==> src/rtl/digit_gcd_unit.sv <==
// digit_gcd_unit: N_SLOTS mod-MOD digit accumulators edited through add/next
// buttons, with a multi-cycle subtractive Euclid engine that finds the GCD of
// all slots. data_out shows slot[select] in SETUP and slot[select]/gcd in SHOW.
// Optional build macro: DGCD_AUTO_CLEAR_EN clears all slots and the gcd on a
// SHOW->SETUP transition.
module digit_gcd_unit #(
    parameter int N_SLOTS = 2,
    parameter int MOD     = 10,
    parameter int W       = 4,
    parameter int SW      = 1
) (
    input  logic          clk,
    input  logic          rst_n,
    input  logic [SW-1:0] select,
    input  logic          add,
    input  logic          next,
    input  logic [W-1:0]  data_in,
    output logic [W-1:0]  data_out,
    output logic          busy,
    output logic          gcd_ok
);

    typedef enum logic [1:0] {SETUP, CALC, SHOW} state_t;

    logic          rst_meta, rst_sync;
    logic          add_q, next_q;
    logic          add_p, next_p;
    state_t        state, state_nxt;
    logic [W-1:0]  slots     [N_SLOTS];
    logic [W-1:0]  slots_nxt [N_SLOTS];
    logic [W-1:0]  a, b, a_nxt, b_nxt;
    logic [SW-1:0] k, k_nxt;
    logic [W-1:0]  gcd, gcd_nxt;
    logic [W-1:0]  dout_nxt;
    logic [SW-1:0] sel;
    logic [W-1:0]  din_red;
    logic [W:0]    sum;
    logic [W-1:0]  res;
    logic          pair_done;

    // Reset synchroniser: assertion passes straight through, release waits two edges.
    always_ff @(posedge clk or negedge rst_n) begin
        if (!rst_n) begin
            rst_meta <= 1'b0;
            rst_sync <= 1'b0;
        end else begin
            rst_meta <= 1'b1;
            rst_sync <= rst_meta;
        end
    end

    // Out-of-range select values alias to slot 0; addends are reduced mod MOD first.
    assign sel     = (int'(select) >= N_SLOTS) ? '0 : select;
    assign din_red = data_in % W'(MOD);
    assign add_p   = add & ~add_q;
    assign next_p  = next & ~next_q;
    assign busy    = (state == CALC);
    assign gcd_ok  = (state == SHOW);

    // Next-state logic: slot edits, Euclid stepping, mode changes and display value.
    always_comb begin
        state_nxt = state;
        slots_nxt = slots;
        a_nxt     = a;
        b_nxt     = b;
        k_nxt     = k;
        gcd_nxt   = gcd;
        dout_nxt  = data_out;
        sum       = '0;
        res       = a;
        pair_done = 1'b0;
        case (state)
            SETUP: begin
                if (add_p) begin
                    sum = {1'b0, slots[sel]} + {1'b0, din_red};
                    if (sum >= (W+1)'(MOD)) sum = sum - (W+1)'(MOD);
                    slots_nxt[sel] = sum[W-1:0];
                end
                // The add above lands first, so CALC starts from the updated slots.
                if (next_p) begin
                    state_nxt = CALC;
                    a_nxt     = slots_nxt[0];
                    b_nxt     = slots_nxt[1];
                    k_nxt     = SW'(1);
                end
            end
            CALC: begin
                if (next_p) begin
                    state_nxt = SETUP;
                end else begin
                    if (b == '0 || a == b) begin
                        pair_done = 1'b1;
                        res       = a;
                    end else if (a == '0) begin
                        pair_done = 1'b1;
                        res       = b;
                    end else if (a > b) begin
                        a_nxt = a - b;
                    end else begin
                        b_nxt = b - a;
                    end
                    if (pair_done) begin
                        if (k == SW'(N_SLOTS - 1)) begin
                            gcd_nxt   = res;
                            state_nxt = SHOW;
                        end else begin
                            a_nxt = res;
                            k_nxt = k + SW'(1);
                            b_nxt = slots[k + SW'(1)];
                        end
                    end
                end
            end
            SHOW: begin
                if (next_p) begin
                    state_nxt = SETUP;
`ifdef DGCD_AUTO_CLEAR_EN
                    for (int i = 0; i < N_SLOTS; i++) slots_nxt[i] = '0;
                    gcd_nxt = '0;
`endif
                end
            end
            default: state_nxt = SETUP;
        endcase
        // Display follows the state being entered; CALC keeps the last value.
        case (state_nxt)
            SETUP:   dout_nxt = slots_nxt[sel];
            SHOW:    dout_nxt = (gcd_nxt == '0) ? '0 : slots_nxt[sel] / gcd_nxt;
            default: dout_nxt = data_out;
        endcase
    end

    // State, datapath and display registers.
    always_ff @(posedge clk or negedge rst_sync) begin
        if (!rst_sync) begin
            add_q    <= 1'b0;
            next_q   <= 1'b0;
            state    <= SETUP;
            for (int i = 0; i < N_SLOTS; i++) slots[i] <= '0;
            a        <= '0;
            b        <= '0;
            k        <= '0;
            gcd      <= '0;
            data_out <= '0;
        end else begin
            add_q    <= add;
            next_q   <= next;
            state    <= state_nxt;
            slots    <= slots_nxt;
            a        <= a_nxt;
            b        <= b_nxt;
            k        <= k_nxt;
            gcd      <= gcd_nxt;
            data_out <= dout_nxt;
        end
    end

endmodule
==> config.mk <==
export PLATFORM = sky130hd
export DESIGN_NAME = digit_gcd_unit
export DESIGN_NICKNAME = d
export VERILOG_FILES = /design/src/rtl/digit_gcd_unit.sv
export SDC_FILE = /design/constraint.sdc
export NUM_CORES = 1
export LEC_CHECK = 0
export CORE_MARGIN = 1
export CORE_UTILIZATION = 55
export DETAILED_ROUTE_END_ITERATION = 10
export GPL_TIMING_DRIVEN = 0
export PLACE_DENSITY = 0.86
export REMOVE_ABC_BUFFERS = 1
export SLEW_MARGIN = 20
export SYNTH_ARGS = -nofsm -noshare
export SYNTH_HDL_FRONTEND = slang
export SYNTH_SLANG_ARGS = --single-unit
export TNS_END_PERCENT = 5
==> constraint.sdc <==
create_clock -name clk -period 1.1 [get_ports clk]
set_input_delay 0.33 -clock clk [delete_from_list [all_inputs] [get_ports clk]]
set_output_delay 0.33 -clock clk [all_outputs]
set_load 0.02 [all_outputs]
==> summary.md <==
| Metric | Value |
|---|---|
| Status | `complete, but fails checks` |
| Violated checks | `negative setup slack` |
| Clock slew seen by the registers of the worst setup and hold paths | `0.08 ns` |
| Slew at the pin closest to its max-slew limit | `0.723 ns` |
| Post-synth EDFFs | `0` |
| Effective utilization at floorplan | `57.3%` |
| Warning count from the yosys run | `0` |
| Number of instances in the synthesized netlist | `319` |
| Crit-path slowest cell | `or4b_4` |
| Post-synthesis to final-layout area growth | `32.0%` |
| Height of the die | `72.4 µm` |
| Startpoint of the worst register-to-register path | `slots[0]$_DFF_PN0_` |
| Share of final-layout standard cells stronger than drive strength 1 | `33.2%` |
| Cell area after layout | `3590 µm²` |
| Number of distinct library cells after synthesis | `62` |
| WS Path Type | `reg2reg` |
| Synthesized flop and latch total | `31` |
| Post-route non-filler standard cell count | `431` |
| Part of the Yosys area used for sequential elements | `28.5%` |
| Most used cells in the layout excluding fill and tap cells | `buf_4, dfrtp_1, nand2_1, nor2_1, a21oi_1` |
| Post-place instance area | `2910 µm²` |
| Count of cells along the worst register-to-register path | `31` |
| Relative slew slack | `51.8%` |
| Global-route usage over all layers | `36.1%` |
| Post-Route Hold Slack | `0.178 ns` |
| Kind of launch point of the worst setup path | `register` |
| Rows | `25` |
| Clock Latency Late Sink | `0.30 ns` |
| Most common flop cell mapped by yosys | `dfrtp_1` |
| Number of DRC markers after the initial detailed-route iteration | `402` |
| Final hold vios | `0` |
| Clk Tree Root Cell | `clkbuf_8` |
| Least setup slack across all paths after layout | `-5.14 ns` |
| Total routed wirelength | `9.91 mm` |
| Final nets | `399` |
| Number of global-route vias before repair | `2803` |
| Worst reg2reg setup slack | `-5.14 ns` |
| Total Die Area | `5240 µm²` |
| Total number of H-tree levels | `2` |
| Diode count | `0` |
| Mean area per synthesized cell | `8.54 µm²` |
| Number of pins with negative max-slew slack in the final report | `0` |
| Max-capacitance violation count | `0` |
| Pin count of the biggest net entering global routing | `30` |
| Boundary pin count | `15` |
| End of the worst register-to-register path | `data_out[0]$_DFFE_PN0P_` |
| Remaining routing DRC violations | `0` |
| Placer congestion estimate | `0.884` |
| Number of buffers inserted by port buffering | `14` |
| HPWL reported at the end of detailed placement | `4.77 mm` |
| Critical-path maximum fanout | `6` |
| Number of buffer and inverter instances along the worst setup path | `10` |
| Cell family with the largest share of critical-path delay | `compound AO/OA/AOI/OAI gates` |
| TritonCTS clock tree | `built` |
| RSZ-0062 raised after global routing | `yes` |
| Via count | `3024` |
| Core Region | `4750 µm²` |
| Post-synthesis instance area | `2720 µm²` |
| WP data required | `1.26 ns` |
| Data arrival at the endpoint of the critical path | `6.40 ns` |
| Leading cell type in the layout, fill and taps excluded | `buf_4` |
| Die outline width | `72.4 µm` |
| Shortest clock period the worst path allows after layout | `6.24 ns` |
| Final clock skew | `0.0107 ns` |
| Slowest Stage Delay on Critical Path | `0.48 ns` |
| Hold WC Path Type | `in2async` |
| Count of TritonRoute iterations in the first routing pass | `6` |
| Number of antenna violations at the first check in global routing | `0` |
| Buffer depth of the longest clock path | `2` |
| Top cell by count, worst path | `buf_4` |
| Mean number of vias per cell | `7.02` |
| Final core occ | `75.6%` |
| Post-route clock period utilization | `567%` |
| Post-CTS Hold Buffers | `0` |
| Post-DR wirelength/cell | `23.0 µm` |
| Number of failing setup endpoints in the final timing report | `33` |
| Global-route wire length before repair | `14.1 mm` |
| GRT Residual Overflow | `0` |
| Asr flop ratio synth | `100%` |
| Remaining number of nets flagged by the antenna check after routing | `0` |
| Maximum clock rate | `0.160 GHz` |
| Count of placed standard cells including taps | `390` |
| Clock buffers created by TritonCTS | `5` |
| # clock sinks | `31` |
| Endpoint kind of the worst setup timing path | `register` |
## synthesized netlist by cell type, types with 6 or more instances
cell type / count / share of area [%]
ha_1: 24 / 11
a21oi_1: 29 / 5.3
mux2i_1: 9 / 3.3
inv_1: 26 / 3.6
nor2b_1: 6 / 1.4
nor3_1: 7 / 1.3
clkbuf_1: 10 / 1.4
xor2_1: 6 / 1.9
a31oi_1: 7 / 1.6
mux2_2: 7 / 2.9
o21ai_0: 18 / 3.3
dfrtp_1: 31 / 28
a21o_1: 7 / 1.9
nand2_1: 24 / 3.3
nor2_1: 26 / 3.6
## timing repair
action                                  4_1_cts  5_1_grt
pin swaps                                    28       18
gates resized for setup                      88       35
endpoints found under the setup margin       33       33
setup buffers                                28        5
gates cloned                                  0        0
## how the worst max path moves through the flow
| stage | startpoint | end | slack (ns) | cells after the start |
|---|---|---|---|---|
| 2_1_floorplan | data_in[1] | data_out[0]$_DFFE_PN0P_ | -4.87 | 28 |
| 3_3_place_gp | select | data_out[0]$_DFFE_PN0P_ | -6.35 | 30 |
| 3_5_place_dp | select | data_out[0]$_DFFE_PN0P_ | -6.45 | 30 |
| 4_1_cts | slots[4]$_DFF_PN0_ | data_out[0]$_DFFE_PN0P_ | -4.93 | 28 |
| 5_1_grt | slots[1]$_DFF_PN0_ | data_out[0]$_DFFE_PN0P_ | -5.32 | 27 |
| 6_report | slots[0]$_DFF_PN0_ | data_out[0]$_DFFE_PN0P_ | -5.14 | 31 |
## layer usage
metal	track usage [%]	share of wire, %	up-vias
li1	-	-	1260
met1	43.6	37	1410
met2	58.9	46	269
met3	8.19	10	85
met4	21.4	6.9	0
met5	0	0	-
## area by class of cell
class	count	area [µm²]
clock buffer	6	82.6
timing repair buffer	47	358
tap	67	83.8
sequential	31	785
inverter	27	111
multi-input combinational	251	2140
fill	282	1160
clock inverter	2	35.0
## metrics by stage
stage                     setup TNS (ns)  setup WS (ns)
after floorplan                   -46.71          -4.87
after global placement            -78.06          -6.35
after detailed placement          -73.17          -6.45
after CTS                         -49.57          -4.93
after global routing              -56.81          -5.32
final                             -53.87          -5.14
## cells by family after synthesis
kind of cell             share of synthesized area, %
buffers and inverters                            5.10
XOR/XNOR                                         2.89
AND/OR/NAND/NOR                                  17.1
other                                           0.138
flip-flops                                       28.5
multiplexers                                     6.61
adder cells (fa/ha/maj)                          13.2
AO/OA/AOI/OAI                                    26.5
## state kept, by name, indices dropped and copies added, names as in the netlist
| name | count |
|---|---|
| add_q | 1 |
| state | 2 |
| data_out | 4 |
| slots | 8 |
| b | 4 |
| k | 1 |
| rst_sync | 1 |
| rst_meta | 1 |
| next_q | 1 |
| gcd | 4 |
| a | 4 |
## worst reg2reg max path, delay by kind of cell, from the launching register on
family	cells	cell delay (ns)
fa+ha+maj	6	1.60
simple gates	4	0.73
flops	1	0.44
buf+inv	10	1.19
mux	1	0.30
compound gates	10	1.84
Power is not shown: default switching activity piles up to over one toggle a cycle in this logic, so the estimate is an artifact.
